<file path="src/rtl/led_scan_pkg.sv">
// Shared types and constants for the LED matrix scanner.
package led_scan_pkg;

    // Scan controller states: parked, dead-time at slot start, driving LEDs
    typedef enum logic [1:0] {
        ST_IDLE  = 2'd0,
        ST_BLANK = 2'd1,
        ST_DRIVE = 2'd2
    } scan_state_t;

    // Brightness PWM repeats every 16 drive clocks, so 4-bit phase/level
    localparam int PWM_PERIOD = 16;
    localparam int PWM_W      = $clog2(PWM_PERIOD);

    localparam int DEF_NUM_ROWS       = 5;
    localparam int DEF_NUM_COLS       = 8;
    localparam int DEF_SCAN_DIV       = 256;
    localparam int DEF_BLANK_CYCLES   = 16;
    localparam int DEF_ROW_ACTIVE_LOW = 0;
    localparam int DEF_COL_ACTIVE_LOW = 1;

    // A column is lit for PWM phases 0..level, so level 15 is always on
    // and level 0 gives one clock in every PWM period.
    function automatic logic pwm_lit(input logic [PWM_W-1:0] phase,
                                     input logic [PWM_W-1:0] level);
        return (phase <= level);
    endfunction

endpackage

</file>
<file path="src/rtl/led_scan_timer.sv">
// Slot and row counters for the LED matrix scanner, plus the slot-wrap
// and frame-start strobes derived from them.
module led_scan_timer
    import led_scan_pkg::*;
#(
    parameter int NUM_ROWS = DEF_NUM_ROWS,
    parameter int SCAN_DIV = DEF_SCAN_DIV
) (
    input  logic                        clk,
    input  logic                        reset,
    input  logic                        run,
    input  logic                        stop,
    output logic [$clog2(SCAN_DIV)-1:0] slot_cnt,
    output logic [$clog2(NUM_ROWS)-1:0] row_idx,
    output logic                        slot_wrap,
    output logic                        frame_start
);

    localparam int CNT_W = $clog2(SCAN_DIV);
    localparam int ROW_W = $clog2(NUM_ROWS);
    localparam logic [CNT_W-1:0] SLOT_LAST = CNT_W'(SCAN_DIV - 1);
    localparam logic [ROW_W-1:0] ROW_LAST  = ROW_W'(NUM_ROWS - 1);

    assign slot_wrap   = run && (slot_cnt == SLOT_LAST);
    assign frame_start = run && (slot_cnt == '0) && (row_idx == '0);

    // Counters sit at zero while parked; on the last clock of a slot the
    // row advances, or returns to row 0 when the scan is stopping so the
    // controller parks already aligned to a fresh frame.
    always_ff @(posedge clk or posedge reset) begin
        if (reset) begin
            slot_cnt <= '0;
            row_idx  <= '0;
        end else if (!run) begin
            slot_cnt <= '0;
            row_idx  <= '0;
        end else if (slot_wrap) begin
            slot_cnt <= '0;
            if (stop || (row_idx == ROW_LAST)) begin
                row_idx <= '0;
            end else begin
                row_idx <= row_idx + ROW_W'(1);
            end
        end else begin
            slot_cnt <= slot_cnt + CNT_W'(1);
        end
    end

endmodule

</file>
<file path="src/rtl/led_matrix_scan.sv">
// Multiplexed LED matrix scanner: one row per time slot, blanking dead
// time at the start of each slot, 16-step brightness PWM on the columns,
// and a frame snapshot so mid-frame data changes never tear a frame.
module led_matrix_scan
    import led_scan_pkg::*;
#(
    parameter int NUM_ROWS       = DEF_NUM_ROWS,
    parameter int NUM_COLS       = DEF_NUM_COLS,
    parameter int SCAN_DIV       = DEF_SCAN_DIV,
    parameter int BLANK_CYCLES   = DEF_BLANK_CYCLES,
    parameter int ROW_ACTIVE_LOW = DEF_ROW_ACTIVE_LOW,
    parameter int COL_ACTIVE_LOW = DEF_COL_ACTIVE_LOW
) (
    input  logic                         clk,
    input  logic                         reset,
    input  logic                         enable,
    input  logic [3:0]                   bright,
    input  logic [NUM_ROWS*NUM_COLS-1:0] frame_data,
    output logic [NUM_ROWS-1:0]          led_row,
    output logic [NUM_COLS-1:0]          led_col,
    output logic [$clog2(NUM_ROWS)-1:0]  row_idx,
    output logic                         frame_start
);

    localparam int CNT_W = $clog2(SCAN_DIV);
    localparam logic [CNT_W-1:0]    BLANK_LIM = CNT_W'(BLANK_CYCLES);
    localparam logic [NUM_ROWS-1:0] ROW_INV   = (ROW_ACTIVE_LOW != 0) ? {NUM_ROWS{1'b1}} : '0;
    localparam logic [NUM_COLS-1:0] COL_INV   = (COL_ACTIVE_LOW != 0) ? {NUM_COLS{1'b1}} : '0;

    // The slot must hold the blanking time plus at least one full PWM period
    if (SCAN_DIV < BLANK_CYCLES + PWM_PERIOD) begin : g_bad_scan_div
        $error("led_matrix_scan: SCAN_DIV must be >= BLANK_CYCLES + 16");
    end
    if (BLANK_CYCLES < 0) begin : g_bad_blank
        $error("led_matrix_scan: BLANK_CYCLES must not be negative");
    end

    scan_state_t                 state_q;
    scan_state_t                 state_d;
    logic [CNT_W-1:0]            slot_cnt;
    logic [CNT_W-1:0]            slot_nxt;
    logic                        slot_wrap;
    logic                        running;
    logic [NUM_ROWS*NUM_COLS-1:0] snapshot;
    logic [NUM_COLS-1:0]         snap_row;
    logic [PWM_W-1:0]            pwm_phase;
    logic [NUM_ROWS-1:0]         row_drv;
    logic [NUM_COLS-1:0]         col_drv;

    assign running = (state_q != ST_IDLE);

    led_scan_timer #(
        .NUM_ROWS (NUM_ROWS),
        .SCAN_DIV (SCAN_DIV)
    ) u_timer (
        .clk         (clk),
        .reset       (reset),
        .run         (running),
        .stop        (!enable),
        .slot_cnt    (slot_cnt),
        .row_idx     (row_idx),
        .slot_wrap   (slot_wrap),
        .frame_start (frame_start)
    );

    // State register for the scan controller
    always_ff @(posedge clk or posedge reset) begin
        if (reset) begin
            state_q <= ST_IDLE;
        end else begin
            state_q <= state_d;
        end
    end

    // Next state: leave IDLE on enable; while scanning, pick BLANK/DRIVE from
    // the upcoming slot count, and only park at a slot boundary so the row
    // that is on screen always gets its full slot. Enable is judged at that
    // boundary, so re-raising it before the slot ends cancels the stop.
    always_comb begin
        state_d  = state_q;
        slot_nxt = slot_wrap ? '0 : slot_cnt + CNT_W'(1);
        case (state_q)
            ST_IDLE: begin
                if (enable) begin
                    state_d = (BLANK_CYCLES > 0) ? ST_BLANK : ST_DRIVE;
                end
            end
            ST_BLANK, ST_DRIVE: begin
                if (slot_wrap && !enable) begin
                    state_d = ST_IDLE;
                end else if (slot_nxt < BLANK_LIM) begin
                    state_d = ST_BLANK;
                end else begin
                    state_d = ST_DRIVE;
                end
            end
            default: state_d = ST_IDLE;
        endcase
    end

    // Frame snapshot, captured on the first clock of each frame only
    always_ff @(posedge clk or posedge reset) begin
        if (reset) begin
            snapshot <= '0;
        end else if (frame_start) begin
            snapshot <= frame_data;
        end
    end

    // Row/column drive: everything inactive unless in DRIVE; the live
    // frame_data is used on the capture clock so a zero-length blanking
    // window still shows the new frame in its very first drive clock.
    always_comb begin
        snap_row  = frame_start ? frame_data[row_idx*NUM_COLS +: NUM_COLS]
                                : snapshot[row_idx*NUM_COLS +: NUM_COLS];
        pwm_phase = PWM_W'(slot_cnt - BLANK_LIM);
        row_drv   = ROW_INV;
        col_drv   = COL_INV;
        if (state_q == ST_DRIVE) begin
            row_drv = (NUM_ROWS'(1) << row_idx) ^ ROW_INV;
            col_drv = (snap_row & {NUM_COLS{pwm_lit(pwm_phase, bright)}}) ^ COL_INV;
        end
    end

    // Registered pin drivers; reset forces them inactive immediately
    always_ff @(posedge clk or posedge reset) begin
        if (reset) begin
            led_row <= ROW_INV;
            led_col <= COL_INV;
        end else begin
            led_row <= row_drv;
            led_col <= col_drv;
        end
    end

endmodule

</file>
<file path="config.mk">
export PLATFORM = sky130hd
export DESIGN_NAME = led_matrix_scan
export DESIGN_NICKNAME = d
export VERILOG_FILES = /design/src/rtl/led_scan_pkg.sv /design/src/rtl/led_scan_timer.sv /design/src/rtl/led_matrix_scan.sv
export SDC_FILE = /design/constraint.sdc
export NUM_CORES = 1
export LEC_CHECK = 0
export ABC_AREA = 1
export CAP_MARGIN = 20
export CORE_UTILIZATION = 52
export CTS_CLUSTER_SIZE = 8
export DETAILED_ROUTE_END_ITERATION = 12
export PLACE_DENSITY = 0.8
export RECOVER_POWER = 100
export SLEW_MARGIN = 20
export SYNTH_ARGS = -nofsm -noshare
export SYNTH_HDL_FRONTEND = slang
export SYNTH_SLANG_ARGS = --single-unit
export TNS_END_PERCENT = 1
</file>
<file path="constraint.sdc">
create_clock -name clk -period 2.74 [get_ports clk]
set_clock_uncertainty 0.1 [all_clocks]
set_input_delay 0.548 -clock clk [delete_from_list [all_inputs] [get_ports clk]]
set_output_delay 0.548 -clock clk [all_outputs]
set_load 0.02 [all_outputs]
</file>
==> results_dict.tcl <==
set metrics [dict create \
    status "finished clean" \
    h-tree-depth 3 \
    drive_gt1_share_pct 8.583 \
    clk_pin_slew_worst_paths_ns 0.07 \
    crit_path_end_kind "output pin" \
    die-area_sq_mm 0.006899 \
    period_needed_ns 2.619 \
    pwr-share-seq_pct 35.6 \
    synth_top_area_share_pct 42.48 \
    first_pass_iters 4 \
    fillerInstances 529 \
    grt_usage_pct 25.96 \
    area_growth_pct 25.78 \
    die_w_um 83.06 \
    diodes 0 \
    clock_sinks 66 \
    drtAntennaViolNets 0 \
    hp-start "snapshot[3]$_DFFE_PP0N_" \
    synth_edf_count 0 \
    tritoncts "yes" \
    cp.arrival_ns 1.97 \
    intPower_uw 2371 \
    p_leak_uw 0.002244 \
    drv_slew 0 \
    start_util_pct 53.81 \
    nets 557 \
    finalCritPeriodShare_pct 95.58 \
    design.core.area_sq_mm 0.006350 \
    via_per_inst 5.256 \
    postSynthCellCount 427 \
    utilization_pct 67.68 \
    rsz0062_at_grt "no" \
    synth_top_family_by_area "simple AND/OR/NAND/NOR gates" \
    synth_seq_cells 66 \
    syn_area_per_cell_sq_um 8.002 \
    hold_buffers 0 \
    yosys.area_share.simple_pct 35.23 \
    timing.slew.headroom_pct 29.10 \
    ys_types 27 \
    required_ns 2.09 \
    cpMostUsedCell "nand2_4" \
    path_cells "inv_1 > ha_1 > clkinv_4 > nand2_4 > nor2_8 > nand2_4 > inv_2 > dlygate4sd2_1" \
    grt_max_degree 49 \
    clock_power_share_pct 21.0 \
    grt-ovfl-total 0 \
    finalWirelength_um 8193 \
    critPathMaxStageDelay_ns 0.39 \
    crit_type "flip-flop to output pin" \
    crit_start "state_q[0]$_DFFE_PP0P_" \
    dp.final_hpwl_um 5954 \
    clkLatencyLatePin_ns 0.35 \
    final_area_sq_mm 0.004298 \
    drc_errors 0 \
    synth_fa_ha_area_share_pct 5.126 \
    setup_viol 0 \
    io_buffers 63 \
    cts_max_path_buffers 2 \
    tns_ns 0 \
    num_vias 3038 \
    wl_per_cell_um 14.17 \
    hold_viol_final 0 \
    crit_path_top_delay_cell "ha_1" \
    synth_xor_area_share_pct 1.025 \
    ys_top_cells_by_area "dfrtp_1, nand2_1, nand3_1, dfstp_2, ha_1" \
    holdWs_ns 0.3693 \
    io_pins 64 \
    worstSetupStartpointType "flip-flop" \
    die_y_um 83.06 \
    yosysSeqAreaShare_pct 48.63 \
    switching_share_pct 40.46 \
    yosysWarnings 0 \
    dpl_cell_area_sq_mm 0.004125 \
    path_buf_inv 4 \
    row_count 29 \
    power.density_mw_per_mm2 926.4 \
    path_max_fanout 9 \
    syn-cell-area_sq_mm 0.003417 \
    synth_compound_area_share_pct 3.003 \
    synth_top_area_cell "dfrtp_1" \
    grt_pass1_vias 2988 \
    ir_drop_v 0.0005752 \
    ys_async_sr_fraction_pct 100.0 \
    place_congestion 0.8731 \
    cts_buffers 9 \
    drv_cap 0 \
    drt-initial-drc-count 191 \
    pwr-share-comb_pct 43.4 \
    grt_pass1_wl_um 13970 \
    r2r_start "state_q[0]$_DFFE_PP0P_" \
    switchingPower_uw 1611 \
    synth_flop_cell "dfrtp_1" \
    crit_family "buffers and inverters" \
    tightest_slew_ns 1.063 \
    max_freq_ghz 0.3818 \
    root_buffer "clkbuf_8" \
    muxShareOfSynthArea_pct 0 \
    min-delay-path-class "flip-flop to flip-flop" \
    grt_antenna_before_repair 0 \
    syn-num-nets 488 \
]
Yosys cell counts, drive strengths merged, types with 2 or more instances:
master,instances
nand2,172
nand3,73
dfrtp,58
inv,35
nor2,26
ha,14
buf,13
a21oi,11
dfstp,8
o21ai,3
o22ai,3
xor2,3
nor3,2
cell usage in the layout, fill, tap and decap left out, types with 2 or more instances in the layout:
cell,Yosys,routed
nand2_2,4,4
nand2_1,166,166
clkbuf_1,1,4
a21oi_1,11,11
nand3_1,72,72
o22ai_1,3,3
buf_4,2,5
clkdlybuf4s50_1,0,46
ha_1,14,14
dfstp_2,8,8
nand2_4,2,2
xor2_1,3,3
nor2_8,2,2
dlygate4sd3_1,0,16
clkinv_2,0,2
clkbuf_8,0,11
nor2_1,23,23
dfrtp_1,58,58
inv_1,32,32
inv_2,3,3
nor3_1,2,2
o21ai_0,3,3
tightest hold or removal path, cell delays in order (launching register included):
cell	delay, ns
dfrtp_1	0.32
nand2_1	0.06
nand2_1	0.05
cell families after synthesis:
| family | Yosys count |
|---|---|
| simple gates | 274 |
| buf+inv | 50 |
| compound gates | 19 |
| fa+ha+maj | 14 |
| flops | 66 |
| xor+xnor | 4 |
per-layer routing:
metal	track usage [%]	vias up	wire length [um]
li1	-	1488	-
met1	33.44	1466	3516
met2	42.77	69	4145
met3	3.976	15	346
met4	13.01	0	185
met5	0	-	0
stage by stage:
stage | power [uW] | setup slack, ns | instances
after CTS | 4019 | 0.1059 | 578
after global routing | 4341 | 0.02065 | 578
after floorplan | 2788 | 0.4112 | 427
after detailed placement | 3185 | 0.2414 | 562
final | 3981 | 0.1210 | 578
after global placement | 3086 | 0.3087 | 562
path summary, 6_finish.rpt:
path | endpoint | slack (ns) | cells past startpoint
max | frame_start | 0.12 | 8
min | snapshot[3]$_DFFE_PP0N_ | 0.37 | 2
max in group asynchronous | snapshot[26]$_DFFE_PP0N_ | 0.39 | 3
min reg2reg | snapshot[3]$_DFFE_PP0N_ | 0.37 | 2
min in group asynchronous | led_row[1]$_DFF_PP0_ | 0.64 | 2
max reg2reg | led_col[7]$_DFF_PP1_ | 0.33 | 14
registers in the layout, summed over array words and instances, names as in the netlist:
register / flops
snapshot: 40
led_col: 8
u_timer.slot_cnt: 8
led_row: 5
u_timer.row_idx: 3
state_q: 2
power by group through the flow:
| stage | clock [uW] | sequential (uW) | combinational (uW) |
|---|---|---|---|
| after CTS | 849 | 1420 | 1750 |
| final | 835 | 1420 | 1730 |
| after floorplan | 0 | 1400 | 1380 |
| after global placement | 0 | 1420 | 1670 |
| after detailed placement | 0 | 1430 | 1750 |
| after global routing | 899 | 1450 | 1990 |
timing repair:
item | CTS | global route
setup buffers | 0 | 0
endpoints found under the setup margin | 1 | 0
resized for setup | 1 | 0
cell type report:
class	count	area, sq um	area share (%)
Sequential cell	66	1662	38.66
Timing Repair Buffer	72	684.4	15.92
Multi-Input combinational cell	311	1516	35.28
Tap cell	77	96.34	2.242
Clock buffer	13	158.9	3.697
Inverter	36	140.1	3.261
Clock inverter	3	40.04	0.9316
Power figures use the tool's default switching activity.
